<file path="config.mk">
export PLATFORM = sky130hd
export DESIGN_NAME = ma_host_ctrl
export DESIGN_NICKNAME = d
export VERILOG_FILES = /design/src/rtl/ma_host_ctrl.sv
export SDC_FILE = /design/constraint.sdc
export NUM_CORES = 1
export LEC_CHECK = 0
export CAP_MARGIN = 40
export CORE_MARGIN = 4
export CORE_UTILIZATION = 45
export CTS_CLUSTER_SIZE = 28
export DETAILED_ROUTE_END_ITERATION = 7
export GPL_ROUTABILITY_DRIVEN = 0
export GPL_TIMING_DRIVEN = 0
export PLACE_DENSITY = 0.86
export SYNTH_ARGS = -nofsm -noshare
export SYNTH_HDL_FRONTEND = slang
export SYNTH_SLANG_ARGS = --single-unit
</file>
<file path="constraint.sdc">
create_clock -name clk -period 3.09 [get_ports clk]
set_input_delay 0.4635 -clock clk [delete_from_list [all_inputs] [get_ports clk]]
set_output_delay 0.4635 -clock clk [all_outputs]
set_load 0.02 [all_outputs]
</file>
<file path="src/rtl/ma_host_ctrl.sv">
// Request/result sequencer in front of the MA dictionary compressor, with response timeout and sticky full shortcut.
// Optional statistics counters (cnt_ok/cnt_full/cnt_fail) are built when MA_HOST_STATS_EN is defined.
module ma_host_ctrl #(
    parameter int DATA_W  = 80,
    parameter int IDX_W   = 8,
    parameter int TIMEOUT = 16
) (
    input  logic              clk,
    input  logic              reset,
    input  logic              req_valid,
    output logic              req_ready,
    input  logic              req_op,
    input  logic [DATA_W-1:0] req_data,
    input  logic [IDX_W-1:0]  req_index,
    output logic              rsp_valid,
    input  logic              rsp_ready,
    output logic [1:0]        rsp_status,
    output logic [IDX_W-1:0]  rsp_index,
    output logic [DATA_W-1:0] rsp_data,
    output logic              full_flag,
    output logic [1:0]        ma_command,
    output logic [DATA_W-1:0] ma_data_in,
    output logic [IDX_W-1:0]  ma_compressed_in,
    input  logic [IDX_W-1:0]  ma_compressed_out,
    input  logic [DATA_W-1:0] ma_decompressed_out,
    input  logic [1:0]        ma_response
`ifdef MA_HOST_STATS_EN
    ,
    output logic [15:0]       cnt_ok,
    output logic [15:0]       cnt_full,
    output logic [15:0]       cnt_fail
`endif
);

    localparam int CNT_W = $clog2(TIMEOUT + 1);

    typedef enum logic [1:0] {IDLE, ISSUE, WAIT, HOLD} state_t;

    state_t             state_q, state_d;
    logic               op_q, op_d;
    logic [DATA_W-1:0]  data_q, data_d;
    logic [IDX_W-1:0]   index_q, index_d;
    logic [CNT_W-1:0]   cnt_q, cnt_d;
    logic [1:0]         status_q, status_d;
    logic [IDX_W-1:0]   rsp_idx_q, rsp_idx_d;
    logic [DATA_W-1:0]  rsp_dat_q, rsp_dat_d;
    logic               full_q, full_d;

    always_comb begin
        state_d   = state_q;
        op_d      = op_q;
        data_d    = data_q;
        index_d   = index_q;
        cnt_d     = cnt_q;
        status_d  = status_q;
        rsp_idx_d = rsp_idx_q;
        rsp_dat_d = rsp_dat_q;
        full_d    = full_q;
        case (state_q)
            IDLE: begin
                if (req_valid) begin
                    op_d    = req_op;
                    data_d  = req_data;
                    index_d = req_index;
                    // A compress into a known-full dictionary is answered without bothering MA.
                    if (!req_op && full_q) begin
                        state_d   = HOLD;
                        status_d  = 2'b01;
                        rsp_idx_d = '0;
                        rsp_dat_d = '0;
                    end else begin
                        state_d = ISSUE;
                    end
                end
            end
            ISSUE: begin
                cnt_d   = '0;
                state_d = WAIT;
            end
            WAIT: begin
                cnt_d = cnt_q + CNT_W'(1);
                if (!op_q && ma_response == 2'b01) begin
                    state_d   = HOLD;
                    status_d  = 2'b00;
                    rsp_idx_d = ma_compressed_out;
                    rsp_dat_d = '0;
                end else if (op_q && ma_response == 2'b10) begin
                    state_d   = HOLD;
                    status_d  = 2'b00;
                    rsp_idx_d = '0;
                    rsp_dat_d = ma_decompressed_out;
                end else if (ma_response == 2'b11) begin
                    state_d   = HOLD;
                    status_d  = op_q ? 2'b10 : 2'b01;
                    rsp_idx_d = '0;
                    rsp_dat_d = '0;
                    if (!op_q) begin
                        full_d = 1'b1;
                    end
                end else if (cnt_q == CNT_W'(TIMEOUT - 1)) begin
                    // Last waiting cycle: a valid response above takes priority.
                    state_d   = HOLD;
                    status_d  = 2'b11;
                    rsp_idx_d = '0;
                    rsp_dat_d = '0;
                end
            end
            HOLD: begin
                if (rsp_ready) begin
                    state_d = IDLE;
                end
            end
            default: state_d = IDLE;
        endcase
    end

    always_ff @(posedge clk) begin
        if (reset) begin
            state_q   <= IDLE;
            op_q      <= 1'b0;
            data_q    <= '0;
            index_q   <= '0;
            cnt_q     <= '0;
            status_q  <= 2'b00;
            rsp_idx_q <= '0;
            rsp_dat_q <= '0;
            full_q    <= 1'b0;
        end else begin
            state_q   <= state_d;
            op_q      <= op_d;
            data_q    <= data_d;
            index_q   <= index_d;
            cnt_q     <= cnt_d;
            status_q  <= status_d;
            rsp_idx_q <= rsp_idx_d;
            rsp_dat_q <= rsp_dat_d;
            full_q    <= full_d;
        end
    end

    logic ma_active;
    assign ma_active        = (state_q == ISSUE) || (state_q == WAIT);
    assign req_ready        = (state_q == IDLE);
    assign rsp_valid        = (state_q == HOLD);
    assign rsp_status       = rsp_valid ? status_q : 2'b00;
    assign rsp_index        = rsp_valid ? rsp_idx_q : '0;
    assign rsp_data         = rsp_valid ? rsp_dat_q : '0;
    assign full_flag        = full_q;
    assign ma_command       = (state_q == ISSUE) ? (op_q ? 2'b10 : 2'b01) : 2'b00;
    assign ma_data_in       = ma_active ? data_q : '0;
    assign ma_compressed_in = ma_active ? index_q : '0;

`ifdef MA_HOST_STATS_EN
    logic [15:0] cnt_ok_q, cnt_ok_d;
    logic [15:0] cnt_full_q, cnt_full_d;
    logic [15:0] cnt_fail_q, cnt_fail_d;

    always_comb begin
        cnt_ok_d   = cnt_ok_q;
        cnt_full_d = cnt_full_q;
        cnt_fail_d = cnt_fail_q;
        if (rsp_valid && rsp_ready) begin
            case (status_q)
                2'b00:   cnt_ok_d   = (cnt_ok_q   != 16'hFFFF) ? cnt_ok_q   + 16'd1 : cnt_ok_q;
                2'b01:   cnt_full_d = (cnt_full_q != 16'hFFFF) ? cnt_full_q + 16'd1 : cnt_full_q;
                default: cnt_fail_d = (cnt_fail_q != 16'hFFFF) ? cnt_fail_q + 16'd1 : cnt_fail_q;
            endcase
        end
    end

    always_ff @(posedge clk) begin
        if (reset) begin
            cnt_ok_q   <= '0;
            cnt_full_q <= '0;
            cnt_fail_q <= '0;
        end else begin
            cnt_ok_q   <= cnt_ok_d;
            cnt_full_q <= cnt_full_d;
            cnt_fail_q <= cnt_fail_d;
        end
    end

    assign cnt_ok   = cnt_ok_q;
    assign cnt_full = cnt_full_q;
    assign cnt_fail = cnt_fail_q;
`endif

endmodule

</file>
==> out/summary.log <==
qor: outcome.outcome complete, no violations
qor: sta.max_slew_violation_count 0
qor: finish.fill_cells 1370
qor: sta.finalClockSkew 9.885 ps
qor: clock_tree.ctsHtreeMaxLevel 4
qor: sta.worstMarginPinSlew 667.4 ps
qor: place.dp.cells 1638
qor: hold_path.hold_class reg -> reg
qor: routing.drc 0
qor: clock_tree.max_clock_buf_depth 2
qor: global_routing.global_route_wire_length_before_repair 42260 um
qor: logic_synthesis.postSynth.topFlopCell dfxtp_1
qor: routing.firstDrtPassIters 5
qor: global_routing.overflow_left_after_global_routing 0
qor: clock_tree.clock_sink_count 187
qor: logic_synthesis.synth.net_count 1237
qor: sta.fin_ws 174.8 ps
qor: global_routing.grt_start_max_net_pins 17
qor: routing.drt-wirelength-per-cell 16.62 um
qor: finish.finalNonFillerCells 1670
qor: logic_synthesis.synthCells 1047
qor: logic_synthesis.yosysSeqAreaShare 0.4637
qor: global_routing.grt_pass1_vias 8253
qor: global_routing.gr-usage-all-layers 0.2629
qor: logic_synthesis.yosysTopAreaCellShare 0.4637
qor: place.pre_cts_slack 100.6 ps
qor: critical_path.path_class reg -> out
qor: logic_synthesis.yosys_warnings 0
qor: die.fp.dieArea 20150 um2
qor: routing.drt-total-wl 27760 um
qor: logic_synthesis.synth-edff-count 0
qor: sta.period_share 0.9434
qor: routing.detailedRoute.firstIterationViolations 384
qor: routing.drt-vias-per-instance 5.075
qor: power.power_density 460.5 nW/um2
qor: logic_synthesis.async_reset_ff_frac 0
qor: clock_tree.cts_clock_pin_slew_for_the_worst_setup_and_hold_paths 70 ps
qor: die.placement_rows 48
qor: clock_tree.cts_hold_buffers 0
qor: place.dp.final_hpwl 21160 um
qor: sta.finalHoldViolations 0
qor: sta.unrepaired_setup_endpoints_after_global_routing false
qor: clock_tree.number_of_buffers_created_by_cts 17
qor: sta.max_freq 343.0 MHz
qor: finish.layout.nets 1622
qor: critical_path.cp_max_fo 10
qor: logic_synthesis.post-synth-top-count-cell nand2_1
qor: power.ir_worst_vdd 0.0003818 V
qor: logic_synthesis.syn-mean-instance-area 7.712 um2
qor: critical_path.cp.arrival 2450 ps
qor: die.initial_core_util 0.4636
qor: critical_path.required 2630 ps
qor: logic_synthesis.ys_types 38
qor: critical_path.worstSetupEndpointType output pin
qor: logic_synthesis.yosysTopAreaCell dfxtp_1
qor: logic_synthesis.ys_top_cells_by_area dfxtp_1, and2_1, nand2_1
qor: finish.area.growth.synth_to_final 56.59%
qor: flow_run.timing.max_cap.violations 0
qor: clock_tree.clk_root_buffer_cell clkbuf_16
qor: logic_synthesis.ys_top_cells_by_count nand2_1, dfxtp_1, and2_1
qor: logic_synthesis.synthesized_area 8074 um2
qor: finish.antenna_cells_inserted 0
qor: sta.totalNegativeSetupSlack 0 ps
qor: global_routing.grt_antenna_before_repair 0
qor: finish.fraction_of_layout_instances_using_a_drive_strength_above_1 0.04844
qor: sta.slew_headroom 0.5550
qor: die.die_height 142.0 um
qor: die.coreArea 17420 um2
qor: power.power.static_leakage 0.004957 uW
qor: logic_synthesis.postSynthRegisterBits 187
qor: die.chipWidth 142.0 um
qor: routing.drt.antenna.violating_nets 0
qor: sta.fin_crit 2915 ps
qor: power.finalPower 5823 uW
qor: sta.setup_viol_count_final 0
qor: die.pin_count 366
qor: clock_tree.cts_tree yes
qor: routing.total_vias_in_the_final_route 8476
qor: clock_tree.clk-insertion-delay-late 430 ps
qor: critical_path.startpoint_type register
qor: place.count_of_input_and_output_buffers 364
[sequential cells by signal, indices dropped and copies added, names as in the netlist]
register,count
cnt_q,5
data_q,80
full_flag,1
index_q,8
op_q,1
rsp_dat_q,80
rsp_idx_q,8
state_q,2
status_q,2
[critical path, stage by stage (launching register included)]
cell and delay [ps]:
dfxtp_1 360, inv_1 110, ha_4 340, clkbuf_4 220, clkbuf_2 220, and2_1 160, clkdlybuf4s50_1 620
[what timing repair did]
action                                  in CTS  in global routing
buffers inserted                             0                  0
gates resized for setup                     10                 20
endpoints found under the setup margin     117                 51
[layout by cell type (no fill, tap or decap), drive strengths merged, types with 3 or more instances in the layout]
cell type / instances
clkdlybuf4s50: 345
nand2: 269
dfxtp: 187
and2: 180
a21oi: 95
o21ai: 93
nand3: 89
clkbuf: 82
buf: 27
dlymetal6s2s: 18
inv: 11
ha: 7
nand2b: 7
clkinv: 7
and3: 3
nor2: 3
nor3: 3
[power breakdown]
| part | internal, uW | switching (uW) | total [uW] |
|---|---|---|---|
| Sequential | 2520 | 50.7 | 2570 |
| Combinational | 525 | 612 | 1140 |
| Clock | 1140 | 972 | 2110 |
[routing by layer]
| metal | wire [um] | vias to the layer above | GRT usage |
|---|---|---|---|
| li1 | - | 4179 | - |
| met1 | 10640 | 3911 | 0.2964 |
| met2 | 13700 | 339 | 0.4658 |
| met3 | 2571 | 47 | 0.08501 |
| met4 | 847 | 0 | 0.09495 |
| met5 | 0 | - | 0 |
[through the flow]
step	hold WS (ps)	utilization	area (um2)
after floorplan	423.8	-	8074
after global placement	433.6	0.6889	12000
after detailed placement	441.8	0.6899	12020
after CTS	450.7	0.7228	12590
after global routing	470.3	0.7259	12640
final	449.9	0.7259	12640
[kinds of logic after synthesis]
kind of cell / count (synthesis) / synth area share
simple gates: 561 / 0.3406
compound gates: 196 / 0.1271
flops: 187 / 0.4637
buf+inv: 95 / 0.05656
fa+ha+maj: 7 / 0.01085
mux: 1 / 0.001240
[area by class of cell]
type / count / area (um2) / share of cell area
Multi-Input combinational cell: 765 / 3886 / 0.3074
Sequential cell: 187 / 3744 / 0.2961
Tap cell: 225 / 281.5 / 0.02227
Timing Repair Buffer: 366 / 3704 / 0.2929
Clock buffer: 20 / 446.7 / 0.03533
Inverter: 8 / 30.03 / 0.002375
Clock inverter: 12 / 113.9 / 0.009005
Buffer: 87 / 437.9 / 0.03464
[worst paths after layout]
kind / start / to / slack (ps) / depth (start not counted)
setup / recovery: state_q[1]$_SDFFE_PP0P_ / ma_data_in[73] / 170 / 6
hold / removal: data_q[16]$_SDFFE_PP0P_ / data_q[16]$_SDFFE_PP0P_ / 450 / 2
setup reg to reg: state_q[0]$_SDFFE_PP0P_ / rsp_dat_q[20]$_SDFFE_PP0P_ / 930 / 9
hold reg to reg: data_q[16]$_SDFFE_PP0P_ / data_q[16]$_SDFFE_PP0P_ / 450 / 2
No activity file was read; power rests on OpenSTA's default activity.
